===== src/rtl/input_port_buffer_if.sv =====
// Ingress-side bundle of one router input port: upstream flit link plus the
// switch-allocator request/grant pair and the crossbar-facing head flit.
interface input_port_buffer_if #(
  parameter int PAYLOAD_W = 32,
  parameter int PORT_SIZE = 3
);
  // Handshake: a flit moves upstream->buffer on every cycle with valid_i=1 (no
  // ready; flow control is the registered on_off_o level), and buffer->crossbar
  // on every cycle where switch_request_o and valid_sel_i are both 1.
  logic [PAYLOAD_W+1:0] flit_i;
  logic                 valid_i;
  logic                 on_off_o;
  logic                 switch_request_o;
  logic [PORT_SIZE-1:0] out_port_o;
  logic                 valid_sel_i;
  logic [PAYLOAD_W+1:0] flit_o;

  modport slave (
    input  flit_i, valid_i, valid_sel_i,
    output on_off_o, switch_request_o, out_port_o, flit_o
  );

  modport master (
    output flit_i, valid_i, valid_sel_i,
    input  on_off_o, switch_request_o, out_port_o, flit_o
  );
endinterface


===== src/rtl/input_port_buffer.sv =====
// Router input port: flit FIFO, XY route computation on head flits with a
// per-packet route hold, switch request/grant, and on/off backpressure.
module input_port_buffer #(
  parameter int BUFFER_DEPTH = 8,
  parameter int COORD_W      = 4,
  parameter int PAYLOAD_W    = 32,
  parameter int X_CUR        = 0,
  parameter int Y_CUR        = 0,
  parameter int OFF_THRESH   = BUFFER_DEPTH - 2,
  parameter int ON_THRESH    = BUFFER_DEPTH - 4
) (
  input  logic                clk,
  input  logic                rst,
  input_port_buffer_if.slave  bus,
  output logic                overflow_o,
  output logic                proto_err_o,
  output logic                state_o
);
  localparam int FLIT_W    = PAYLOAD_W + 2;
  localparam int PTR_W     = $clog2(BUFFER_DEPTH);
  localparam int CNT_W     = PTR_W + 1;
  localparam int PORT_SIZE = 3;

  localparam logic [PORT_SIZE-1:0] PORT_LOCAL = 3'd0;
  localparam logic [PORT_SIZE-1:0] PORT_NORTH = 3'd1;
  localparam logic [PORT_SIZE-1:0] PORT_SOUTH = 3'd2;
  localparam logic [PORT_SIZE-1:0] PORT_WEST  = 3'd3;
  localparam logic [PORT_SIZE-1:0] PORT_EAST  = 3'd4;

  localparam logic [1:0] T_HEAD     = 2'b00;
  localparam logic [1:0] T_HEADTAIL = 2'b11;

  localparam logic [COORD_W-1:0] X_CUR_C = COORD_W'(X_CUR);
  localparam logic [COORD_W-1:0] Y_CUR_C = COORD_W'(Y_CUR);
  localparam logic [CNT_W-1:0]   FULL_C  = CNT_W'(BUFFER_DEPTH);
  localparam logic [CNT_W-1:0]   OFF_C   = CNT_W'(OFF_THRESH);
  localparam logic [CNT_W-1:0]   ON_C    = CNT_W'(ON_THRESH);

  typedef enum logic {S_IDLE = 1'b0, S_ACTIVE = 1'b1} state_e;

  state_e                state_q, state_d;
  logic [PORT_SIZE-1:0]  route_q, route_d;
  logic [FLIT_W-1:0]     mem_q [BUFFER_DEPTH];
  logic [PTR_W-1:0]      wr_ptr_q, rd_ptr_q;
  logic [CNT_W-1:0]      count_q, count_d;
  logic                  on_off_q, on_off_d;
  logic                  overflow_q, proto_err_q;

  logic                  empty, full;
  logic [FLIT_W-1:0]     head;
  logic [1:0]            head_type;
  logic [COORD_W-1:0]    head_x, head_y;
  logic [PORT_SIZE-1:0]  xy_port;
  logic                  sreq, discard, grant, push, pop, overflow_evt;
  logic [PORT_SIZE-1:0]  out_port;

  assign empty     = (count_q == '0);
  assign full      = (count_q == FULL_C);
  assign head      = mem_q[rd_ptr_q];
  assign head_type = head[FLIT_W-1 -: 2];
  assign head_x    = head[2*COORD_W-1 : COORD_W];
  assign head_y    = head[COORD_W-1:0];

  // Dimension-ordered routing: resolve X completely before Y.
  always_comb begin
    xy_port = PORT_LOCAL;
    if (head_x > X_CUR_C)      xy_port = PORT_EAST;
    else if (head_x < X_CUR_C) xy_port = PORT_WEST;
    else if (head_y > Y_CUR_C) xy_port = PORT_NORTH;
    else if (head_y < Y_CUR_C) xy_port = PORT_SOUTH;
  end

  // FSM output process: request, requested port and orphan-flit discard.
  always_comb begin
    sreq     = 1'b0;
    out_port = PORT_LOCAL;
    discard  = 1'b0;
    case (state_q)
      S_IDLE: begin
        if (!empty) begin
          if (head_type == T_HEAD || head_type == T_HEADTAIL) begin
            sreq     = 1'b1;
            out_port = xy_port;
          end else begin
            discard = 1'b1;
          end
        end
      end
      S_ACTIVE: begin
        sreq     = !empty;
        out_port = route_q;
      end
      default: ;
    endcase
  end

  assign grant        = bus.valid_sel_i && sreq;
  assign pop          = grant || discard;
  assign push         = bus.valid_i && (!full || pop);
  assign overflow_evt = bus.valid_i && full && !pop;

  // FSM next-state process. Any granted flit with the tail bit set (TAIL or
  // HEADTAIL) closes an open packet; a HEAD seen mid-packet is just payload.
  always_comb begin
    state_d = state_q;
    route_d = route_q;
    case (state_q)
      S_IDLE: begin
        if (grant && head_type == T_HEAD) begin
          state_d = S_ACTIVE;
          route_d = xy_port;
        end
      end
      S_ACTIVE: begin
        if (grant && head_type[1]) state_d = S_IDLE;
      end
      default: state_d = S_IDLE;
    endcase
  end

  // FSM state register.
  always_ff @(posedge clk or negedge rst) begin
    if (!rst) begin
      state_q <= S_IDLE;
      route_q <= PORT_LOCAL;
    end else begin
      state_q <= state_d;
      route_q <= route_d;
    end
  end

  always_comb begin
    count_d = count_q;
    if (push && !pop)      count_d = count_q + CNT_W'(1);
    else if (!push && pop) count_d = count_q - CNT_W'(1);
  end

  // Hysteresis band between ON and OFF thresholds keeps the last decision.
  always_comb begin
    on_off_d = on_off_q;
    if (count_d >= OFF_C)     on_off_d = 1'b0;
    else if (count_d <= ON_C) on_off_d = 1'b1;
  end

  always_ff @(posedge clk or negedge rst) begin
    if (!rst) begin
      wr_ptr_q    <= '0;
      rd_ptr_q    <= '0;
      count_q     <= '0;
      on_off_q    <= 1'b1;
      overflow_q  <= 1'b0;
      proto_err_q <= 1'b0;
    end else begin
      if (push) wr_ptr_q <= wr_ptr_q + PTR_W'(1);
      if (pop)  rd_ptr_q <= rd_ptr_q + PTR_W'(1);
      count_q  <= count_d;
      on_off_q <= on_off_d;
      if (overflow_evt) overflow_q  <= 1'b1;
      if (discard)      proto_err_q <= 1'b1;
    end
  end

  always_ff @(posedge clk) begin
    if (push) mem_q[wr_ptr_q] <= bus.flit_i;
  end

  assign bus.on_off_o         = on_off_q;
  assign bus.switch_request_o = sreq;
  assign bus.out_port_o       = out_port;
  assign bus.flit_o           = head;
  assign overflow_o           = overflow_q;
  assign proto_err_o          = proto_err_q;
  assign state_o              = (state_q == S_ACTIVE);

endmodule


===== src/flat_wrapper.sv =====
// flat-port wrapper written by rule: the top's interface ports become plain ports
module input_port_buffer_flat 
#(
  parameter int BUFFER_DEPTH = 8,
  parameter int COORD_W      = 4,
  parameter int PAYLOAD_W    = 32,
  parameter int X_CUR        = 0,
  parameter int Y_CUR        = 0,
  parameter int OFF_THRESH   = BUFFER_DEPTH - 2,
  parameter int ON_THRESH    = BUFFER_DEPTH - 4
)
  (clk, rst, overflow_o, proto_err_o, state_o, bus_flit_i, bus_valid_i, bus_valid_sel_i, bus_on_off_o, bus_switch_request_o, bus_out_port_o, bus_flit_o);
  input_port_buffer_if #(.PAYLOAD_W(PAYLOAD_W), .PORT_SIZE(3)) bus_i ();
  input  logic clk;
  input  logic rst;
  output logic overflow_o;
  output logic proto_err_o;
  output logic state_o;
  input wire logic [$bits(bus_i.flit_i)-1:0] bus_flit_i;
  input wire logic [$bits(bus_i.valid_i)-1:0] bus_valid_i;
  input wire logic [$bits(bus_i.valid_sel_i)-1:0] bus_valid_sel_i;
  output wire logic [$bits(bus_i.on_off_o)-1:0] bus_on_off_o;
  output wire logic [$bits(bus_i.switch_request_o)-1:0] bus_switch_request_o;
  output wire logic [$bits(bus_i.out_port_o)-1:0] bus_out_port_o;
  output wire logic [$bits(bus_i.flit_o)-1:0] bus_flit_o;
  assign bus_i.flit_i = bus_flit_i;
  assign bus_i.valid_i = bus_valid_i;
  assign bus_i.valid_sel_i = bus_valid_sel_i;
  assign bus_on_off_o = bus_i.on_off_o;
  assign bus_switch_request_o = bus_i.switch_request_o;
  assign bus_out_port_o = bus_i.out_port_o;
  assign bus_flit_o = bus_i.flit_o;
  input_port_buffer #(.BUFFER_DEPTH(BUFFER_DEPTH), .COORD_W(COORD_W), .PAYLOAD_W(PAYLOAD_W), .X_CUR(X_CUR), .Y_CUR(Y_CUR), .OFF_THRESH(OFF_THRESH), .ON_THRESH(ON_THRESH)) u_core (.clk(clk), .rst(rst), .bus(bus_i), .overflow_o(overflow_o), .proto_err_o(proto_err_o), .state_o(state_o));
endmodule

===== config.mk =====
export PLATFORM = sky130hd
export DESIGN_NAME = input_port_buffer_flat
export DESIGN_NICKNAME = d
export VERILOG_FILES = /design/src/rtl/input_port_buffer_if.sv /design/src/rtl/input_port_buffer.sv /design/src/flat_wrapper.sv
export SDC_FILE = /design/constraint.sdc
export NUM_CORES = 1
export LEC_CHECK = 0
export ABC_AREA = 1
export CORE_MARGIN = 3
export CORE_UTILIZATION = 60
export CTS_BUF_LIST = sky130_fd_sc_hd__clkbuf_8
export DETAILED_ROUTE_END_ITERATION = 7
export PLACE_DENSITY = 0.79
export SLEW_MARGIN = 20
export SYNTH_ARGS = -nofsm -noshare
export SYNTH_HDL_FRONTEND = slang
export SYNTH_SLANG_ARGS = --single-unit

===== constraint.sdc =====
create_clock -name clk -period 4.95 [get_ports clk]
set_input_delay 0.99 -clock clk [delete_from_list [all_inputs] [get_ports clk]]
set_output_delay 0.99 -clock clk [all_outputs]
set_load 0.02 [all_outputs]

==> impl_results.md <==
- RSZ-0062 raised after global routing: false
- Seq/Total Area, Yosys: 0.746
- Worst Max-Slew Pin Slew: 761 ps
- CTS tree: built
- Gpl congestion: 0.826
- Final hold violations: 0
- Pwr per Cell Area: 634 nW/um^2
- Cell Chain, Critical Path: o21ai_1 > o22ai_1 > inv_1 > o21ai_1 > inv_2 > ha_1 > clkinv_1 > nor2_1 > nor2_1 > clkdlybuf4s50_1
- Inserted Diodes: 0
- Num CTS Buffers: 45
- Initial antenna violation count: 0
- Synth area leaders: edfxtp_1 71%, nor2_1 7.9%, o21ai_1 3.6%, dfrtp_1 3.3%, o21ai_0 2.8%
- Reg area: 8570 sq um
- Synth Area in Simple Gates: 0.113
- CTS root buf: clkbuf_8
- Final Max Tran Viols: 0
- CP Class: flop to output port
- Slowest CP cell: dfrtp_4
- First-pass GRT wire length: 37.7 mm
- Status: finished, final reports clean
- DRC: 0
- Number of synthesized register bits: 288
- Compound-Gate Fraction of Synth Area: 0.0990
- # fillers: 1,197
- Finished Layout Cells: 1,270
- Adder-cell share of the synthesized area: 0.00545
- ANT nets after route: 0
- Clock Tree Buf Depth: 3
- Yosys top cell area share: 0.711
- Final wirelength: 23.8 mm
- F_max: 0.223 GHz
- Multi-input gate area: 2620 sq um
- Count leader, synth: edfxtp_1
- Fin crit share: 0.905
- Yosys warns: 0
- Port Buffers: 78
- Post-route cell area: 13,400 sq um
- Starting Density: 0.624
- Largest stage delay on the critical path: 910 ps
- GRT Util Overall: 0.233
- Max-cap violations: 0
- Post-synthesis cell type count: 36
- Clock tree sinks: 288
- DR pass1 iterations: 7
- Final Skew: 11.6 ps
- Synth top cells by count: 272 x edfxtp_1, 242 x nor2_1, 83 x o21ai_1
- Die Span X: 144 um
- Crit-path max FO: 66
- Placed instance area: 12,600 sq um
- FP Rows: 49
- Startpoint types: flop
- Worst-path clk slew: 60 ps
- Number of flops mapped to enable cells by yosys: 272
- Lkg Pwr: 0.00469 uW
- Clock Latency Late Sink: 540 ps
- Syn Area/Cell: 12.5 sq um
- CORE AREA: 18,400 sq um
- Total grt overflow: 0
- Area leader, netlist: edfxtp_1
- Cells after Synth: 919
- Most used DFF post-synth: edfxtp_1
- Hold Buf Count CTS: 0
- Combinational family with the most area after synthesis: simple AND/OR/NAND/NOR gates
- Routed vias/inst: 5.76
- Post-synthesis net count: 962
- Post-synthesis xor/xnor area fraction: 0.00458
- Iter 0 DRT Violations: 569
- Die Footprint: 20,800 sq um
- # IOs: 80
- Placed wire-length estimate: 13.2 mm
- Synth async-reset ratio: 0.0556
- Max rail drop VDD: 0.468 mV
- # Post-CTS Setup Buffers: 0
- Synth Cell Area: 11,500 sq um
- Slew headroom: 0.492
- Dpl cells: 1,192
- Die H: 144 um
- Post-CTS Resized: 0
- Vias in the first global route: 7,317
- Min-Delay Path Class: flop to flop
- Crit path time final: 4480 ps
- Worst EP arrival: 3490 ps
- CTS H-tree lvls: 2
- Setup Viol. Count Final: 0
- Type of destination of the critical path: output port
- Mux contribution to synthesized area: 0
- Ratio of cells with drive above 1 in the final layout: 0.0903
- Required time of the critical path: 3960 ps
- DR WL/cell: 18.8 um
- Setup TNS: 0 ps
- Detailed-route via count: 7,317
- Pin count of the biggest net entering global routing: 67
- # nets final: 1,053
- Area delta synth->final: 16.9%
## area by class of cell
cell class | instances | share of cell area
repair buffers | 96 | 0.0757
multi-input cells | 551 | 0.195
clock inverters | 32 | 0.0136
clock buffers | 46 | 0.0472
well taps | 229 | 0.0214
inverters | 28 | 0.00802
flip-flops and latches | 288 | 0.639
## final timing paths
kind	from	slack, ps	endpoint	cells past startpoint
min	u_core.proto_err_o	460	u_core.proto_err_o	1
max reg2reg	u_core.rd_ptr_q[0]	990	u_core.mem_q[6][27]	14
min in group asynchronous	rst	880	u_core.count_q[0]	1
max	u_core.rd_ptr_q[0]	470	bus_switch_request_o	10
max in group asynchronous	rst	3530	u_core.rd_ptr_q[0]	1
min reg2reg	u_core.proto_err_o	460	u_core.proto_err_o	1
## power breakdown
part           total (uW)  internal [uW]  switching (uW)
Combinational        3430           1280            2160
Clock                1820            964             857
Sequential           3250           3040             213
## per-stage QoR
| step | total power [uW] | hold WS (ps) | setup WS, ps | util |
|---|---|---|---|---|
| floorplan | 5450 | 449 | 436 | - |
| CTS | 8560 | 464 | 477 | 0.729 |
| detailed placement | 6740 | 451 | 1030 | 0.685 |
| global route | 9050 | 488 | 219 | 0.729 |
| finish | 8510 | 460 | 472 | 0.729 |
| global placement | 6650 | 445 | 1130 | 0.685 |
## cell usage in the layout (no fill, tap or decap), types with 4 or more instances in the layout
| master | Yosys | layout |
|---|---|---|
| nor2_4 | 0 | 8 |
| o21ai_0 | 65 | 65 |
| inv_1 | 22 | 37 |
| nand3_1 | 15 | 15 |
| nand2_1 | 64 | 64 |
| clkinv_1 | 1 | 10 |
| xor2_1 | 6 | 6 |
| edfxtp_1 | 272 | 272 |
| dfrtp_1 | 15 | 13 |
| o22ai_1 | 26 | 26 |
| a31oi_1 | 24 | 24 |
| inv_2 | 5 | 5 |
| clkinv_2 | 0 | 4 |
| clkbuf_8 | 0 | 46 |
| buf_12 | 0 | 8 |
| o21ai_1 | 83 | 83 |
| nor2_1 | 242 | 234 |
| clkdlybuf4s50_1 | 0 | 78 |
| ha_1 | 5 | 5 |
| buf_4 | 4 | 10 |
## metal layers
metal  global-route usage  routed length (um)  vias up
met3               0.0503                1840       45
li1                     -                   -     3465
met5                    0                   0        -
met1                0.315                9970     3509
met4               0.0722                 427        0
met2                0.386               11600      298
## logic make-up after synthesis
logic type	count (synthesis)
and+or+nand+nor	331
DFF	288
AOI/OAI and AO/OA	208
buffers and inverters	80
xor gates and xnor gates	6
adders and majority gates	5
other	1
## sequential cells by signal, summed over array words and instances (netlist names)
signal	flops
u_core.mem_q	272
u_core.count_q	4
u_core.rd_ptr_q	3
u_core.wr_ptr_q	3
u_core.route_q	2
u_core.bus.on_off_o	1
u_core.overflow_o	1
u_core.proto_err_o	1
u_core.state_o	1
## worst max-delay path: cells and delay by family, from the launching register on
family	cells	cell delay [ps]
compound gates	3	610
fa+ha+maj	1	280
buf+inv	4	730
flops	1	910
simple gates	2	380
No activity file was read; power rests on OpenSTA's default activity.
==> patch 1 (same settings) <==
One comparison of `count_q` changes from == to >=.
--- a/src/rtl/input_port_buffer.sv
+++ b/src/rtl/input_port_buffer.sv
@@ -56,5 +56,5 @@
 
   assign empty     = (count_q == '0);
-  assign full      = (count_q == FULL_C);
+  assign full      = (count_q >= FULL_C);
   assign head      = mem_q[rd_ptr_q];
   assign head_type = head[FLIT_W-1 -: 2];
Formal check against the unedited RTL: no difference found for any inputs over 4 cycles, from zero or initial values and one cycle with rst low; that may be too few to reach the edited logic, so the function may still have changed.
==> patch 1 against the unedited design <==
Synthesized cell count is 0.22% lower; synthesized area hardly changed; worst setup slack worse by 200 ps; critical path depth is 4 lower; sequential cell count stayed put; cell area is 0.85% lower; non-clock buffer count is 2 higher; combinational power is 1% higher; maximum frequency is 4.4% lower; power is 0.41% lower; clock power is 8% lower; wire length is 2.2% higher; critical path type unchanged; critical endpoint is now bus_flit_o[11].
==> patch 1: results (changes against the unedited design) <==
VDD IR-drop max 0.511 mV (+9.1%); Pre-antenna DRT Iters 5 (-2); slowest stage delay, CP 710 ps (-200 ps); sequential area share after synthesis 0.747 (about the same); post_cts resized 0 (unchanged); Rel. slew slack 0.423 (-0.0696); global-route wire length before repair 37800 um (+0.13%); total number of vias 7402 (+1.2%); antenna violations before repair 0 (unchanged); top cells by count, synth edfxtp_1, nor2_1, o21ai_0; crit path DAT 3690 ps (+200 ps); Slowest-stage cell, CP buf_4; synth unique cells 33 (-8.3%); top cells by area, synth edfxtp_1, nor2_1, o21ai_0, dfrtp_1, nand2_1; Max FO, Critical Path 84 (+27%); vias in the first global route 7290 (-0.37%); Syn Nets 960 (-0.21%); Worst-Skew Late Latency 540 ps (about the same); status complete, no violations; Pleak 0.00466 uW (-0.57%); Post-DP Area 12500 um^2 (-0.43%); GRT Overall Usage 0.235 (+0.00210); Num CTS Buffers 44 (-2.2%); DP HPWL 13700 um (+4.1%); GPL Wtd Cong 0.762 (-7.8%); H-tree depth 2 (unchanged); antenna cells 0 (unchanged); NumNets Final 1052 (-0.095%); initial DRC count 652 (+15%); Fillers 1221 (+2.0%); cell family with most CP delay buffers and inverters; Final Routed Wirelength 24300 um (+2.2%); Clock Root Buffer clkbuf_8; Worst Hold Class reg -> reg; CTS clock-pin slew for the worst setup and hold paths 60 ps (about the same); share of layout cells above drive strength 1 0.0850 (-0.00527); clock skew 14.4 ps (+2.81 ps); largest net degree at the start of global routing 85 (+27%)
patch 1: worst paths after layout:
check	from	endpoint	cells past startpoint	slack [ps]
worst min-delay path	u_core.proto_err_o$_DFFE_PN0P_	u_core.proto_err_o$_DFFE_PN0P_	1	470
worst max-delay path	u_core.rd_ptr_q[0]$_DFFE_PN0N_	bus_flit_o[11]	6	270
min in group asynchronous	rst	u_core.state_o$_DFF_PN0_	1	900
max in group asynchronous	rst	u_core.rd_ptr_q[0]$_DFFE_PN0N_	1	3500
worst max register to register	u_core.rd_ptr_q[1]$_DFFE_PN0N_	u_core.mem_q[5][32]$_DFFE_PP_	14	890
worst min register to register	u_core.proto_err_o$_DFFE_PN0P_	u_core.proto_err_o$_DFFE_PN0P_	1	470
patch 1: stage by stage:
step | std cells | total power [uW] | util | setup slack, ps
2_1_floorplan | 917 | 5490 | - | 547
3_3_place_gp | 1191 | 6690 | 0.682 | 886
3_5_place_dp | 1191 | 6780 | 0.682 | 757
4_1_cts | 1263 | 8480 | 0.722 | 128
5_1_grt | 1264 | 8990 | 0.723 | 110
6_report | 1264 | 8470 | 0.723 | 267
patch 1: layout make-up:
| cell class | instances | area share |
|---|---|---|
| Inverter | 29 | 0.00828 |
| Sequential cell | 288 | 0.645 |
| Tap cell | 229 | 0.0215 |
| Timing Repair Buffer | 98 | 0.0756 |
| Clock buffer | 46 | 0.0476 |
| Multi-Input combinational cell | 548 | 0.195 |
| Clock inverter | 26 | 0.00771 |
patch 1: what timing repair did:
item	4_1_cts	5_1_grt
buffers inserted	0	1
setup endpoints to repair	0	3
hold endpoints to repair	0	0
patch 1: worst register-to-register path, stage by stage, from the launching register on:
cell      delay, ps
dfrtp_2         700
inv_2           470
o21ai_0         200
o221ai_1        220
nand2_1         160
ha_1            320
inv_1            60
nor2_2          200
o21ai_4         130
nand2_1         110
nand2_1          80
inv_1           150
nand2_1         250
nor2_4          450
buf_12          250
patch 1: cells by family after synthesis:
kind of cell / Yosys count / share of synthesized area
buffers and inverters: 81 / 0.0328
AND/OR/NAND/NOR: 330 / 0.112
flip-flops: 288 / 0.747
other: 1 / 0.000327
XOR/XNOR: 5 / 0.00382
AO/OA/AOI/OAI: 207 / 0.0989
adder cells (fa/ha/maj): 5 / 0.00545
patch 1: report_power, final:
part | switching (uW) | internal (uW)
clock | 835 | 848
sequential | 221 | 3090
combinational | 2220 | 1260
total | 3270 | 5200
patch 1: per-layer routing:
layer | track usage | share of wire
met1 | 0.315 | 0.42
met2 | 0.384 | 0.49
met3 | 0.0453 | 0.071
met4 | 0.0982 | 0.026
met5 | 0 | 0
==> patch 2 (config.mk and constraints unchanged) <==
Without the edit above. `PAYLOAD_W` is set to 32 in 3 places; all go to 16.
--- a/src/rtl/input_port_buffer_if.sv
+++ b/src/rtl/input_port_buffer_if.sv
@@ -2,5 +2,5 @@
 // switch-allocator request/grant pair and the crossbar-facing head flit.
 interface input_port_buffer_if #(
-  parameter int PAYLOAD_W = 32,
+  parameter int PAYLOAD_W = 16,
   parameter int PORT_SIZE = 3
 );
--- a/src/rtl/input_port_buffer.sv
+++ b/src/rtl/input_port_buffer.sv
@@ -4,5 +4,5 @@
   parameter int BUFFER_DEPTH = 8,
   parameter int COORD_W      = 4,
-  parameter int PAYLOAD_W    = 32,
+  parameter int PAYLOAD_W    = 16,
   parameter int X_CUR        = 0,
   parameter int Y_CUR        = 0,
--- a/src/flat_wrapper.sv
+++ b/src/flat_wrapper.sv
@@ -4,5 +4,5 @@
   parameter int BUFFER_DEPTH = 8,
   parameter int COORD_W      = 4,
-  parameter int PAYLOAD_W    = 32,
+  parameter int PAYLOAD_W    = 16,
   parameter int X_CUR        = 0,
   parameter int Y_CUR        = 0,
Interface: changed (resized bus_flit_i and bus_flit_o); port bits go from 80 to 48. No check against the original RTL was run, so the function may have changed too.
==> patch 2 against the unedited design <==
Combinational power is 39% lower; sequential share of layout area is 1.5 points lower; worst setup slack better by 26 ps; count of clock-buffer cells in the layout is 29 lower; cell area is 44% lower; clock power is 49% lower; sequential cell count is 128 lower; synthesized cell count is 39% lower; synthesized area is 42% lower; wire length is 43% lower; global-route usage is 0.41 points lower; clock skew is 2.8 ps lower; power is 43% lower; critical path type unchanged.
==> patch 2: results (changes against the unedited design) <==
initial DRC count 369 (-35%); GPL Wtd Cong 0.782 (-5.4%); Worst-Skew Late Latency 440 ps (-100 ps); reg2reg start u_core.rd_ptr_q[1]$_DFFE_PN0N_; CTS clock-pin slew for the worst setup and hold paths 80 ps (+20 ps); Synth async-reset ratio 0.100 (+0.0444); port bufs 46 (-41%); PwrDens 640 nW/um^2 (+0.87%); R2R depth 16 (+2); Num CTS Buffers 17 (-62%); WL per Instance 18.0 um (-3.9%); Max FO, Critical Path 22 (-67%); slowest stage delay, CP 600 ps (-310 ps); H-tree depth 4 (+2); share of layout cells above drive strength 1 0.0836 (-0.00670); Sw Ratio 0.391 (+0.0115); Pleak 0.00276 uW (-41%); status complete, no violations; Post-synth EDFFs 144 (-47%); NumNets Final 636 (-40%); Clock Path Buffers 2 (-1); Rel. slew slack 0.462 (-0.0307); DP HPWL 7850 um (-40%); largest net degree at the start of global routing 50 (-25%); reg-to-reg critical path endpoint u_core.mem_q[2][0]$_DFFE_PP_; biggest regs u_core.mem_q x144, u_core.count_q x4; clock skew 8.72 ps (-2.83 ps); sequential area share after synthesis 0.716 (-0.0306)
## patch 2: layout make-up
class | count | area (um^2) | area share
clock buffer | 17 | 234 | 0.0309
clock inverter | 15 | 155 | 0.0205
inverter | 27 | 101 | 0.0134
multi-input combinational | 343 | 1620 | 0.214
sequential | 160 | 4730 | 0.624
tap | 136 | 170 | 0.0225
timing repair buffer | 60 | 566 | 0.0747
## patch 2: kinds of logic after synthesis
family          count (synthesis)  synth area share
buf+inv                        54            0.0390
xor+xnor                        7           0.00929
fa+ha+maj                       5           0.00948
compound gates                113            0.0938
simple gates                  217             0.132
other cells                     1          0.000568
flops                         160             0.716
## patch 2: worst max path at each step
| stage | start | end | slack [ps] | cells past startpoint |
|---|---|---|---|---|
| CTS | u_core.rd_ptr_q[1]$_DFFE_PN0N_ | bus_out_port_o[0] | 470 | 14 |
| global placement | u_core.rd_ptr_q[1]$_DFFE_PN0N_ | bus_out_port_o[0] | 1090 | 14 |
| detailed placement | u_core.rd_ptr_q[1]$_DFFE_PN0N_ | bus_out_port_o[0] | 970 | 14 |
| floorplan | u_core.rd_ptr_q[0]$_DFFE_PN0N_ | u_core.mem_q[0][0]$_DFFE_PP_ | 1210 | 16 |
| global route | u_core.rd_ptr_q[1]$_DFFE_PN0N_ | bus_out_port_o[0] | 280 | 14 |
| finish | u_core.rd_ptr_q[1]$_DFFE_PN0N_ | bus_out_port_o[0] | 500 | 14 |
## patch 2: per-layer routing
layer	global-route usage	up-vias	wire, um
met1	0.297	2098	5590
met5	0	-	0
met2	0.374	201	6840
met4	0.106	0	311
li1	-	2048	-
met3	0.0480	29	917
## patch 2: power groups by stage
stage                     sequential [uW]  combinational [uW]  clock (uW)
after global placement               1840                2010           0
after floorplan                      1810                1400           0
after global routing                 1840                2320         994
after CTS                            1820                2090         942
final                                1820                2090         930
after detailed placement             1850                2070           0
## patch 2: through the flow
stage	area (um^2)	instances
finish	7570	758
global route	7570	758
CTS	7570	758
detailed placement	7180	726
global placement	7180	726
floorplan	6600	557
